**config.mk**
```make
export PLATFORM = sky130hd
export DESIGN_NAME = tff_toggle_decoder_flat
export DESIGN_NICKNAME = d
export VERILOG_FILES = /design/src/rtl/tff_pkg.sv /design/src/rtl/tff_toggle_decoder_if.sv /design/src/rtl/sync_chain.sv /design/src/rtl/tff_toggle_decoder.sv /design/src/flat_wrapper.sv
export SDC_FILE = /design/constraint.sdc
export NUM_CORES = 1
export LEC_CHECK = 0
export BUFFER_PORTS_ARGS = -buffer_cell sky130_fd_sc_hd__buf_2
export CAP_MARGIN = 20
export CORE_MARGIN = 3
export CORE_UTILIZATION = 56
export CTS_CLUSTER_SIZE = 24
export DETAILED_ROUTE_END_ITERATION = 6
export PLACE_DENSITY = 0.9
export SKIP_LAST_GASP = 1
export SYNTH_ARGS = -nofsm -noshare
export SYNTH_HDL_FRONTEND = slang
export SYNTH_SLANG_ARGS = --single-unit
```
**constraint.sdc**
```tcl
create_clock -name clk -period 6.5 [get_ports clk]
set_clock_uncertainty 0.2 [all_clocks]
set_input_delay 1.625 -clock clk [delete_from_list [all_inputs] [get_ports clk]]
set_output_delay 1.625 -clock clk [all_outputs]
set_load 0.1 [all_outputs]
```
**src/rtl/tff_pkg.sv**
```systemverilog
// Shared types and constants for the toggle-event decoder.
package tff_pkg;

  typedef enum logic {
    INIT = 1'b0,
    RUN  = 1'b1
  } state_t;

  localparam int TFF_MIN_SYNC = 2;

  // Fewer than two flops gives no metastability margin, so smaller requests are raised.
  function automatic int clampSync(input int n);
    return (n < TFF_MIN_SYNC) ? TFF_MIN_SYNC : n;
  endfunction

endpackage

```
**src/rtl/tff_toggle_decoder_if.sv**
```systemverilog
// Event-side signals of the toggle decoder; slave is the decoder's view.
interface tff_toggle_decoder_if #(
  parameter int CNT_W  = 8,
  parameter int PEND_W = 4
);
  logic              t_q;
  logic              pulse;
  logic [CNT_W-1:0]  evt_count;
  logic              evt_valid;
  logic              evt_ready;
  logic [PEND_W-1:0] pending;
  logic              overflow;
  logic              clr_ovf;

  modport master (
    output t_q, evt_ready, clr_ovf,
    input  pulse, evt_count, evt_valid, pending, overflow
  );

  modport slave (
    input  t_q, evt_ready, clr_ovf,
    output pulse, evt_count, evt_valid, pending, overflow
  );
endinterface

```
**src/rtl/sync_chain.sv**
```systemverilog
// Single-bit synchroniser chain with synchronous reset to 0.
module sync_chain #(
  parameter int STAGES = 2
) (
  input  logic clk,
  input  logic reset,
  input  logic i_d,
  output logic o_q
);

  logic [STAGES-1:0] r_sync;

  always_ff @(posedge clk) begin
    if (reset) r_sync <= '0;
    else       r_sync <= {r_sync[STAGES-2:0], i_d};
  end

  assign o_q = r_sync[STAGES-1];

endmodule

```
**src/rtl/tff_toggle_decoder.sv**
```systemverilog
// Recovers one pulse per transition of a toggle line and queues events
// in a saturating pending counter behind a valid/ready handshake.
module tff_toggle_decoder
  import tff_pkg::*;
#(
  parameter int SYNC_STAGES = 2,
  parameter int CNT_W       = 8,
  parameter int PEND_W      = 4
) (
  input logic                 clk,
  input logic                 reset,
  tff_toggle_decoder_if.slave bus
);

  localparam int              STAGES    = clampSync(SYNC_STAGES);
  localparam int              CW        = $clog2(STAGES + 1);
  localparam logic [CW-1:0]   INIT_LOAD = CW'(STAGES);
  localparam logic [PEND_W-1:0] PEND_MAX = '1;

  state_t            r_state, w_stateNext;
  logic [CW-1:0]     r_initCnt, w_initCntNext;
  logic              r_prev, w_prevNext;
  logic              r_pulse, w_pulseNext;
  logic [CNT_W-1:0]  r_evtCount, w_evtCountNext;
  logic [PEND_W-1:0] r_pending, w_pendingNext;
  logic              r_overflow, w_overflowNext;
  logic              w_syncLast, w_evtValid, w_det, w_con;

  sync_chain #(.STAGES(STAGES)) u_sync (
    .clk   (clk),
    .reset (reset),
    .i_d   (bus.t_q),
    .o_q   (w_syncLast)
  );

  assign w_evtValid = (r_pending != '0);

  // INIT waits until the chain holds the post-reset level, then adopts it as the
  // reference so the idle level is never reported as an event.
  always_comb begin
    w_stateNext    = r_state;
    w_initCntNext  = r_initCnt;
    w_prevNext     = r_prev;
    w_pulseNext    = 1'b0;
    w_evtCountNext = r_evtCount;
    w_pendingNext  = r_pending;
    w_overflowNext = r_overflow & ~bus.clr_ovf;
    w_det          = 1'b0;
    w_con          = 1'b0;
    case (r_state)
      INIT: begin
        if (r_initCnt == '0) begin
          w_prevNext  = w_syncLast;
          w_stateNext = RUN;
        end else begin
          w_initCntNext = r_initCnt - CW'(1);
        end
      end
      RUN: begin
        w_det = (w_syncLast != r_prev);
        w_con = w_evtValid & bus.evt_ready;
        if (w_det) begin
          w_pulseNext    = 1'b1;
          w_prevNext     = w_syncLast;
          w_evtCountNext = r_evtCount + CNT_W'(1);
        end
        // A simultaneous arrival and consume cancel, even when saturated.
        if (w_det && !w_con) begin
          if (r_pending == PEND_MAX) w_overflowNext = 1'b1;
          else                       w_pendingNext  = r_pending + PEND_W'(1);
        end else if (!w_det && w_con) begin
          w_pendingNext = r_pending - PEND_W'(1);
        end
      end
      default: w_stateNext = INIT;
    endcase
  end

  always_ff @(posedge clk) begin
    if (reset) begin
      r_state    <= INIT;
      r_initCnt  <= INIT_LOAD;
      r_prev     <= 1'b0;
      r_pulse    <= 1'b0;
      r_evtCount <= '0;
      r_pending  <= '0;
      r_overflow <= 1'b0;
    end else begin
      r_state    <= w_stateNext;
      r_initCnt  <= w_initCntNext;
      r_prev     <= w_prevNext;
      r_pulse    <= w_pulseNext;
      r_evtCount <= w_evtCountNext;
      r_pending  <= w_pendingNext;
      r_overflow <= w_overflowNext;
    end
  end

  assign bus.pulse     = r_pulse;
  assign bus.evt_count = r_evtCount;
  assign bus.evt_valid = w_evtValid;
  assign bus.pending   = r_pending;
  assign bus.overflow  = r_overflow;

endmodule

```
**src/flat_wrapper.sv**
```systemverilog
// flat-port wrapper written by rule: the top's interface ports become plain ports
module tff_toggle_decoder_flat import tff_pkg::*;
#(
  parameter int SYNC_STAGES = 2,
  parameter int CNT_W       = 8,
  parameter int PEND_W      = 4
)
  (clk, reset, bus_t_q, bus_evt_ready, bus_clr_ovf, bus_pulse, bus_evt_count, bus_evt_valid, bus_pending, bus_overflow);
  tff_toggle_decoder_if #(.CNT_W(CNT_W), .PEND_W(PEND_W)) bus_i ();
  input logic clk;
  input logic reset;
  input wire logic [$bits(bus_i.t_q)-1:0] bus_t_q;
  input wire logic [$bits(bus_i.evt_ready)-1:0] bus_evt_ready;
  input wire logic [$bits(bus_i.clr_ovf)-1:0] bus_clr_ovf;
  output wire logic [$bits(bus_i.pulse)-1:0] bus_pulse;
  output wire logic [$bits(bus_i.evt_count)-1:0] bus_evt_count;
  output wire logic [$bits(bus_i.evt_valid)-1:0] bus_evt_valid;
  output wire logic [$bits(bus_i.pending)-1:0] bus_pending;
  output wire logic [$bits(bus_i.overflow)-1:0] bus_overflow;
  assign bus_i.t_q = bus_t_q;
  assign bus_i.evt_ready = bus_evt_ready;
  assign bus_i.clr_ovf = bus_clr_ovf;
  assign bus_pulse = bus_i.pulse;
  assign bus_evt_count = bus_i.evt_count;
  assign bus_evt_valid = bus_i.evt_valid;
  assign bus_pending = bus_i.pending;
  assign bus_overflow = bus_i.overflow;
  tff_toggle_decoder #(.SYNC_STAGES(SYNC_STAGES), .CNT_W(CNT_W), .PEND_W(PEND_W)) u_core (.clk(clk), .reset(reset), .bus(bus_i));
endmodule
```
### Yosys cells after proc, flatten, opt, wreduce, memory -nomap -nowiden

Cells that the tools add are included.

* $add $sub $neg: 4
* eq/ne operators: 5
* reduce and logical (&&, ||, !) cells: 12
* muxes and demuxes: 12
* bitwise operators: 5

Operators with widths (count)
* 4-bit 2-to-1 mux: 3
* 8-bit by 1-bit adder with 8-bit output (second input constant): 1
* 1-bit 2-to-1 mux: 8
* 2-bit AND reduction: 3
* 4-bit by 1-bit adder with 4-bit output (second input constant): 1
* 4-bit equality test (second input constant): 1
* 2-bit != test (second input constant): 2
* 4-bit nonzero test: 1
* 4-bit by 1-bit subtractor with 4-bit output (second input constant): 1
* 1-bit inverter: 3
* 3-bit AND reduction: 1
* 1-bit AND: 2
* 1-bit logical AND: 2
* 1-bit zero test: 2
* 2-bit zero test: 1
* 2-bit by 1-bit != test with 1-bit output (second input constant): 1
* 1-bit one-hot mux with 2 select lines: 1
* 2-bit nonzero test: 1
* 2-bit OR reduction: 1
* 2-bit by 1-bit subtractor with 2-bit output (second input constant): 1
* 1-bit != test: 1

* bits in registers: 20
* input bits: 5
* word-level logic and storage cells: 46
* output and inout port bits: 15

### Longest topological paths before layout

Gate-level depths: netlist (run 1).

* word-level depth: 6
* mapped depth: 7

### Cells and area by module

From an unflattened synthesis (run 1), not the netlist that was laid out.

* cells, all modules: 102
* area, all modules: 964.7 µm²

Modules (own cells, without submodules)
* tff_toggle_decoder: cells an instance 98, times used 1, area each 912.1 µm²
* sync_chain: cells an instance 4, times used 1, area each 52.6 µm²

### Least setup slack after synthesis (run 1)

Ideal clock, no wire load.

* path kind: reg-to-output
* start: reg u_core.r_pending[1] (netlist: u_core.bus.pending[1])
* end: out bus_evt_valid
* arrival time: 1.914 ns
* path buffers: 0
* cell stages (with the launch flop): 2
* data required time: 4.675 ns
* slack: 2.761 ns
* cell sequence: dfxtp_1 -> or4_1

* word-level cells in the longest chain between the ends: 1

Ends and longest elaborated chain
* start: declaration: RTL line tff_toggle_decoder.sv:25 `logic [PEND_W-1:0] r_pending, w_pendingNext;`
* start signal: assignment: RTL line tff_toggle_decoder.sv:94 `r_pending <= w_pendingNext;`
* 4-bit nonzero test: RTL line tff_toggle_decoder.sv:36 `assign w_evtValid = (r_pending != '0);`
* end: declaration: RTL line flat_wrapper.sv:17 `output wire logic [$bits(bus_i.evt_valid)-1:0] bus_evt_valid;`

Every way passes these cells.

### Worst setup path in the final report (run 1)

Same ends and word-level chain as after synthesis.

==> summary.txt, run 1 <==
ANT cells: 0
FF/Latch Area: 400 um^2
Synth unique cells: 30
Crit Path Category: flop to output pin
Setup violators final: 0
Outcome: completed
Via density: 5.83
Crit. Startpoint: u_core.bus.pending[1]
Die Footprint: 2230 um^2
Die width: 47.2 um
Area of the multi-input gates: 528 um^2
Pwr/cell area: 281 nW/um^2
Post-synth EDFFs: 0
First-pass GRT wire length: 2900 um
Final GP Congestion: 0.868
R2R Setup Slk: 3.98 ns
Leak: 0.497 nW
CP arrival: 1.52 ns
Reg2Reg Depth: 7
Fillers: 130
Yosys top cell area share: 42.0%
Synthesis-to-finish area growth: 14.6%
Tmin final: 3.34 ns
Max-cap violations: 0
Post-synth top cells: dfxtp_1, nor2_1, a21oi_1, nand2_1
Drt drc: 0
Post-cts gate resize count: 0
Sequential share of the synthesized area: 42.0%
Least-Margin Pin Slew: 0.492 ns
DR pass1 iterations: 4
Skew-Pair Late Insertion Delay: 0.30 ns
Hold Vio Cnt, Final: 0
Worst ir drop on vdd: 0.180 mV
Setup bufs post-CTS: 0
Nets: 133
Syn avg cell area: 9.33 um^2
Worst hold margin: 0.256 ns
Num ports: 20
R2r endpoint: u_core.bus.pending[3]
Crit end category: output pin
Initial core utilization: 61.1%
CP max-delay cell: or4_1
Via count: 804
Synth Area in Compound Gates: 10.6%
Synth async-reset ratio: 0%
Top cells by area, synth: dfxtp_1, ha_1, nor2_1
RSZ-0062 raised after global routing: no
Crit-path cells: or4_1 > buf_2
Total GRT Usage: 18.1%
Req. time, crit path: 4.68 ns
Initial antenna violation count: 0
Area leader, netlist: dfxtp_1
Gr ovfl total: 0
Sink Count: 20
Vias in the first global route: 732
Slew headroom: 67.5%
CTS H-Tree Depth: 1
Die height: 47.2 um
Routed WL per cell: 13.3 um
FF+latch count, synth: 20
Mux cell area share after synthesis: 4.60%
Max Fclk: 0.299 GHz
Fin. max-slew vios: 0
Period utilisation layout: 51.4%
Simple-Gate Fraction of Synth Area: 24.7%
CP Launch Type: flop
DR iter-0 viols: 7
Ys flop type: dfxtp_1
Hold/Removal Path Class: flop to flop
Syn Std Cell Area: 952 um^2
Post-Synth Adder-Cell Area: 7.36%
DP Wirelength: 1340 um
CTS Buf Count: 3
Layout cells sized above 1: 23.8%
Pin count of the biggest net entering global routing: 25
Core area: 1560 um^2
Yosys warns: 0
Number of I/O port buffers: 19
TritonCTS clock tree: yes
WL final: 1830 um
Number of cell rows: 14
Fin Setup TNS: 0 ns
Slowest cell delay on critical path: 0.51 ns
Power Total: 0.307 mW
Cell with the most instances after synthesis: dfxtp_1
Largest family of logic cells by synthesized area: simple AND/OR/NAND/NOR gates
Worst r2r src: u_core.bus.pending[1]
Synth Net Count: 112
Clock Tree Buf Depth: 2
Synth Area in XOR/XNOR: 8.15%
Worst Setup EP: bus_evt_valid
Max Fanout on Critical Path: 7
ANT nets after route: 0
Clock Pin Slew Worst Setup and Hold Paths: 0.11 ns
Post-synthesis cell count: 102
Clk root buf: clkbuf_4
Hold Buf Count CTS: 0
[through the flow]
stage | cells | cell area, um^2 | setup slack (ns) | utilization (%)
floorplan | 102 | 952 | 2.76 | -
global placement | 134 | 1050 | 3.13 | 67.7
detailed placement | 134 | 1050 | 3.02 | 67.7
CTS | 138 | 1090 | 3.14 | 70.0
global route | 138 | 1090 | 3.08 | 70.0
finish | 138 | 1090 | 3.16 | 70.0
[cell families after synthesis]
logic type | after synthesis
AO/OA/AOI/OAI | 14
AND/OR/NAND/NOR | 45
adder cells (fa/ha/maj) | 5
XOR/XNOR | 8
multiplexers | 4
buffers and inverters | 6
flip-flops | 20
[report_power, final]
| part | switching [mW] | leakage (nW) | internal [mW] |
|---|---|---|---|
| Sequential | 0.0134 | 0.162 | 0.133 |
| Clock | 0.0377 | 0.0210 | 0.0341 |
| Combinational | 0.0595 | 0.314 | 0.0287 |
| Total | 0.111 | 0.497 | 0.196 |
[sequential cells by signal (all words and copies together) (netlist names)]
register / flops
u_core.bus.evt_count: 8
u_core.bus.pending: 4
u_core.r_initCnt: 2
u_core.u_sync.r_sync: 2
u_core.bus.overflow: 1
u_core.bus.pulse: 1
u_core.r_prev: 1
u_core.r_state: 1
[worst min path at each step]
| stage | slack, ns | cells past startpoint | end | start |
|---|---|---|---|---|
| after floorplan | 0.21 | 1 | u_core.u_sync.r_sync[1] | u_core.u_sync.r_sync[0] |
| after global placement | 0.22 | 1 | u_core.u_sync.r_sync[1] | u_core.u_sync.r_sync[0] |
| after detailed placement | 0.24 | 1 | u_core.u_sync.r_sync[1] | u_core.u_sync.r_sync[0] |
| after CTS | 0.26 | 1 | u_core.u_sync.r_sync[1] | u_core.u_sync.r_sync[0] |
| after global routing | 0.28 | 1 | u_core.u_sync.r_sync[1] | u_core.u_sync.r_sync[0] |
| final | 0.26 | 1 | u_core.u_sync.r_sync[1] | u_core.u_sync.r_sync[0] |
[area by class of cell]
type	instances	area share, %
inverters	3	1.03
flip-flops and latches	20	36.7
multi-input cells	76	48.4
well taps	16	1.83
clock buffers	4	3.33
repair buffers	19	8.72
[worst max-delay path: cells and delay by family (launching register included)]
family	cells	cell delay, ns
buf+inv	1	0.30
flops	1	0.41
simple gates	1	0.51
[per-layer routing]
| layer | wire length (um) | vias up | share of wire, % | track usage [%] |
|---|---|---|---|---|
| met3 | 74 | 4 | 4.0 | 5.36 |
| li1 | - | 393 | - | - |
| met2 | 937 | 21 | 51 | 30.5 |
| met4 | 16 | 0 | 0.87 | 8.84 |
| met1 | 800 | 386 | 44 | 20.7 |
| met5 | 0 | - | 0 | 0 |
[placed cells by master (no fill, tap or decap), drive strengths merged, types with 3 or more instances in the layout]
cell	instances
dfxtp	20
buf	19
nor2	13
nand2	6
a21oi	6
xor2	6
nor2b	5
nand4	5
o21ai	4
nand2b	4
ha	4
clkbuf	4
inv	3
mux2	3
nand3	3
and3	3
Power figures use the tool's default switching activity.
==> run 2, diff against run 1 <==
- CORE_UTILIZATION: 56 -> 47
- PLACE_DENSITY: 0.9 -> 0.82
- clock period: 6.5 -> 2.8 ns (I/O delays scaled with it)
==> run 2 against run 1 <==
Net effect: setup slack got worse by 2.8 ns; total power rose to 2.6 times the previous value; sequential power rose by 130%; core utilization fell by 8.0 points; final area rose by 3.4%; wire length fell by 9.2%; final cell count rose by 7.2%; largest cell class unchanged.
==> summary.txt, run 2 (synthesis gave the netlist of run 1 again) <==
Hold Vio Cnt, Final: 0 (unchanged)
Initial antenna violation count: 0 (unchanged)
Drt drc: 0 (unchanged)
Die Footprint: 2600 um^2 (+17%)
Max FFs per register: 8 (unchanged)
Clk root buf: clkbuf_4
Number of I/O port buffers: 19 (unchanged)
DR pass1 iterations: 4 (unchanged)
Post-cts gate resize count: 0 (unchanged)
Setup violators final: 0 (unchanged)
Outcome: completed
CTS H-Tree Depth: 1 (unchanged)
Fin. max-slew vios: 0 (unchanged)
Post-DP Area: 1080 um^2 (+2.0%)
TritonCTS clock tree: yes
Max Fclk: 0.412 GHz
ANT nets after route: 0 (unchanged)
Finished Layout Cells: 148 (+7.2%)
Fin area: 1130 um^2 (+3.4%)
Via count: 758 (-5.7%)
Setup WS pre-CTS: 0.243 ns (-2.77 ns)
Vias in the first global route: 702 (-4.1%)
Via density: 5.12 (-12%)
Leading cell type in the layout, fill and taps excluded: buf_2
Layout cells sized above 1: 26.0% (+2.2 points)
Req. time, crit path: 2.80 ns (-1.88 ns)
Number of cell rows: 15 (+1)
Die width: 51.0 um (+8.0%)
Placed cells: 144 (+7.5%)
Setup bufs post-CTS: 0 (unchanged)
Fin Setup TNS: 0 ns (unchanged)
Clock Tree Buf Depth: 2 (unchanged)
Num ports: 20 (unchanged)
CP arrival: 2.43 ns (+0.91 ns)
Gr ovfl total: 0 (unchanged)
Total GRT Usage: 14.8% (-3.3 points)
Pwr/cell area: 695 nW/um^2 (+150%)
Core area: 1820 um^2 (+17%)
Skew-Pair Late Insertion Delay: 0.31 ns (about the same)
Fin worst setup slack: 0.371 ns (-2.79 ns)
Sink Count: 20 (unchanged)
DP Wirelength: 1250 um (-6.8%)
Max-cap violations: 0 (unchanged)
CTS Buf Count: 3 (unchanged)
Power Total: 0.784 mW (+160%)
Hold/Removal Path Class: flop to flop
CP Launch Type: flop
DR iter-0 viols: 2 (-5)
Least-Margin Pin Slew: 0.492 ns (+0.0000999 ns)
Final GP Congestion: 0.889 (+2.4%)
Finished Core Util: 62.0% (-8.0 points)
Clock Pin Slew Worst Setup and Hold Paths: 0.10 ns (about the same)
Worst ir drop on vdd: 0.448 mV (+150%)
Worst hold margin: 0.254 ns (-0.00242 ns)
First-pass GRT wire length: 2960 um (+1.9%)
Max Fanout on Critical Path: 6 (-1)
Crit Path Category: flop to flop
Period utilisation layout: 86.8%
Routed WL per cell: 11.2 um (-15%)
RSZ-0062 raised after global routing: no
ANT cells: 0 (unchanged)
Fillers: 171 (+32%)
Crit end category: flop
Most frequent cells in the layout: buf_2, dfxtp_1, nor2_1
Slew headroom: 67.5% (about the same)
Initial core utilization: 52.3% (-8.8 points)
Tmin final: 2.43 ns
Leak: 0.510 nW (+2.7%)
Nets: 134 (+0.75%)
Die height: 51.0 um (+8.0%)
WL final: 1660 um (-9.2%)
Pin count of the biggest net entering global routing: 25 (unchanged)
Synthesis-to-finish area growth: 18.5%
Hold Buf Count CTS: 0 (unchanged)
[run 2: critical path, cell delays in order, from the launching register on]
cell and delay, ns:
dfxtp_1 0.38, o41ai_4 0.42, nand2_1 0.17, ha_1 0.35
a21oi_1 0.19, and3_1 0.18, a22o_1 0.13, mux2_2 0.32
[run 2: worst paths after layout]
| check | slack (ns) | cells past startpoint | from | end |
|---|---|---|---|---|
| setup / recovery | 0.37 | 7 | u_core.bus.pending[3] | u_core.bus.pending[3] |
| hold / removal | 0.25 | 1 | u_core.u_sync.r_sync[0] | u_core.u_sync.r_sync[1] |
| setup reg to reg | 0.37 | 7 | u_core.bus.pending[3] | u_core.bus.pending[3] |
| hold reg to reg | 0.25 | 1 | u_core.u_sync.r_sync[0] | u_core.u_sync.r_sync[1] |
[run 2: final cells by class]
cell class                      count  area, um^2  area share [%]
Inverter                            3        11.3           0.998
Clock buffer                        3        22.5            2.00
Clock inverter                      1        30.0            2.66
Timing Repair Buffer               20         103            9.09
Tap cell                           25        31.3            2.77
Sequential cell                    20         403            35.7
Multi-Input combinational cell     76         528            46.8
[run 2: metal layers]
layer / wire length (um) / global-route usage, % / up-vias
li1: - / - / 391
met1: 791 / 19.1 / 354
met2: 788 / 23.4 / 9
met3: 61 / 3.50 / 4
met4: 19 / 6.73 / 0
met5: 0 / 0 / -
[run 2: report_power, final]
| part | leakage (nW) | switching, mW | internal [mW] | total [mW] |
|---|---|---|---|---|
| sequential | 0.163 | 0.0314 | 0.310 | 0.341 |
| clock | 0.0279 | 0.0932 | 0.145 | 0.238 |
| combinational | 0.319 | 0.137 | 0.0676 | 0.204 |
==> run 3, diff against run 2 <==
- CORE_UTILIZATION: 47 -> 40
- PLACE_DENSITY: 0.82 -> 0.73
- REMOVE_ABC_BUFFERS: unset -> 1
==> run 3 against run 2 <==
Net effect: total power down 10%; worst hold slack is essentially flat; die area up 15%; clock power down 32%; combinational power about the same; sequential cell count unchanged; critical path depth is the same; register-to-register slack got worse by 0.03 ns.
==> summary.txt, run 3 (synthesis gave the netlist of run 1 again) <==
Fin Setup TNS: 0 ns (unchanged)
Tmin final: 2.45 ns (+0.0258 ns)
Crit-path cells: o41ai_4 > nand2_1 > ha_1 > a21oi_1 > and3_1 > a22o_1 > mux2_2
CTS Buf Count: 3 (unchanged)
WL final: 1650 um (-0.66%)
Slew headroom: 67.7% (+0.27 points)
DP Wirelength: 1210 um (-2.8%)
Most frequent cells in the layout: dfxtp_1, buf_2, nor2_1
ANT cells: 0 (unchanged)
RSZ-0062 raised after global routing: no
CP max-delay cell: dfxtp_1
Via density: 4.83 (-5.6%)
Worst hold margin: 0.254 ns (+0.000117 ns)
Crit Path Category: flop to flop
Fin. max-slew vios: 0 (unchanged)
DR pass1 iterations: 2 (-2)
CP Launch Type: flop
Reg2Reg Depth: 7 (unchanged)
Nets: 134 (unchanged)
Num ports: 20 (unchanged)
Hold Path Stages: 1 (unchanged)
Slowest cell delay on critical path: 0.41 ns (about the same)
Hold/Removal Path Class: flop to flop
Req. time, crit path: 2.79 ns (about the same)
Gr ovfl total: 0 (unchanged)
Die height: 54.8 um (+7.4%)
Power Total: 0.706 mW (-10%)
Fillers: 226 (+32%)
R2r endpoint: u_core.bus.pending[3]
FF/Latch Area: 400 um^2 (-0.62%)
Initial antenna violation count: 0 (unchanged)
Hold Buf Count CTS: 0 (unchanged)
Crit-path leading delay family: compound AO/OA/AOI/OAI gates
Routed WL per cell: 10.9 um (-2.6%)
Total GRT Usage: 12.6% (-2.3 points)
ANT nets after route: 0 (unchanged)
Pwr/cell area: 634 nW/um^2 (-8.8%)
Buffers & Inverters on Critical Path: 0 (unchanged)
Die Footprint: 3000 um^2 (+15%)
Skew-Pair Late Insertion Delay: 0.29 ns (-0.02 ns)
Setup violators final: 0 (unchanged)
Max FFs per register: 8 (unchanged)
Number of I/O port buffers: 19 (unchanged)
Synthesis-to-finish area growth: 17.0%
Hold Vio Cnt, Final: 0 (unchanged)
TritonCTS clock tree: yes
Least-Margin Pin Slew: 0.487 ns (-0.00414 ns)
Worst r2r src: u_core.bus.pending[1]
DR iter-0 viols: 2 (unchanged)
Clock Pin Slew Worst Setup and Hold Paths: 0.11 ns (about the same)
Crit end category: flop
CP arrival: 2.45 ns (+0.02 ns)
Drt drc: 0 (unchanged)
Max Fclk: 0.407 GHz (-1.1%)
Worst ir drop on vdd: 0.345 mV (-23%)
Die width: 54.8 um (+7.4%)
Initial core utilization: 42.6% (-9.7 points)
Via count: 730 (-3.7%)
Sink Count: 20 (unchanged)
Period utilisation layout: 87.7% (+0.92 points)
First-pass GRT wire length: 2640 um (-11%)
CTS H-Tree Depth: 1 (unchanged)
Leak: 0.502 nW (-1.6%)
Clock Tree Buf Depth: 2 (unchanged)
Hold Crit Start: u_core.u_sync.r_sync[0]
Layout cells sized above 1: 24.4% (-1.6 points)
R2R Setup Slk: 0.35 ns (-0.03 ns)
Max-cap violations: 0 (unchanged)
Number of cell rows: 17 (+2)
Pin count of the biggest net entering global routing: 25 (unchanged)
Setup bufs post-CTS: 0 (unchanged)
Final GP Congestion: 0.902 (+1.5%)
Vias in the first global route: 610 (-13%)
Post-cts gate resize count: 0 (unchanged)
Area of the multi-input gates: 528 um^2 (unchanged)
Core area: 2230 um^2 (+23%)
Clk root buf: clkbuf_4
Outcome: completed
Hold Path End: u_core.u_sync.r_sync[1]
Max Fanout on Critical Path: 7 (+1)
Leading cell type in the layout, fill and taps excluded: dfxtp_1
==> run 3: routing by layer <==
metal,GRT usage (%),up-vias,part of all wire [%]
met2,19.3,7,49
met3,3.27,2,3.3
li1,-,393,-
met5,0,-,0
met1,16.1,328,46
met4,6.22,0,1.3
==> run 3: per-stage QoR <==
stage	std cells	util (%)	setup slack (ns)	area, um^2
finish	151	49.9	0.345	1110
global route	151	49.9	0.202	1110
CTS	151	49.9	0.354	1110
detailed placement	147	48.2	0.282	1080
global placement	147	48.2	0.354	1080
floorplan	99	-	-0.0141	940
==> run 3: worst max-delay path by stage <==
stage,slack [ns],to,depth (start not counted),start
floorplan,-0.01,bus_evt_valid,1,u_core.bus.pending[1]
global placement,0.35,u_core.bus.pending[3],8,bus_evt_ready
detailed placement,0.28,u_core.bus.pending[3],8,bus_evt_ready
CTS,0.35,bus_evt_valid,2,u_core.bus.pending[1]
global route,0.20,u_core.bus.pending[3],7,u_core.bus.pending[1]
finish,0.35,u_core.bus.pending[3],7,u_core.bus.pending[1]
==> run 3: cell type report <==
type                            count  share of cell area, %
Clock buffer                        4                   3.26
Tap cell                           28                   3.15
Timing Repair Buffer               20                   9.21
Inverter                            3                   1.01
Multi-Input combinational cell     76                   47.4
Sequential cell                    20                   36.0
==> run 3: report_power, final <==
| part | internal, mW | switching [mW] |
|---|---|---|
| clock network | 0.0792 | 0.0826 |
| registers | 0.309 | 0.0303 |
| logic | 0.0681 | 0.136 |
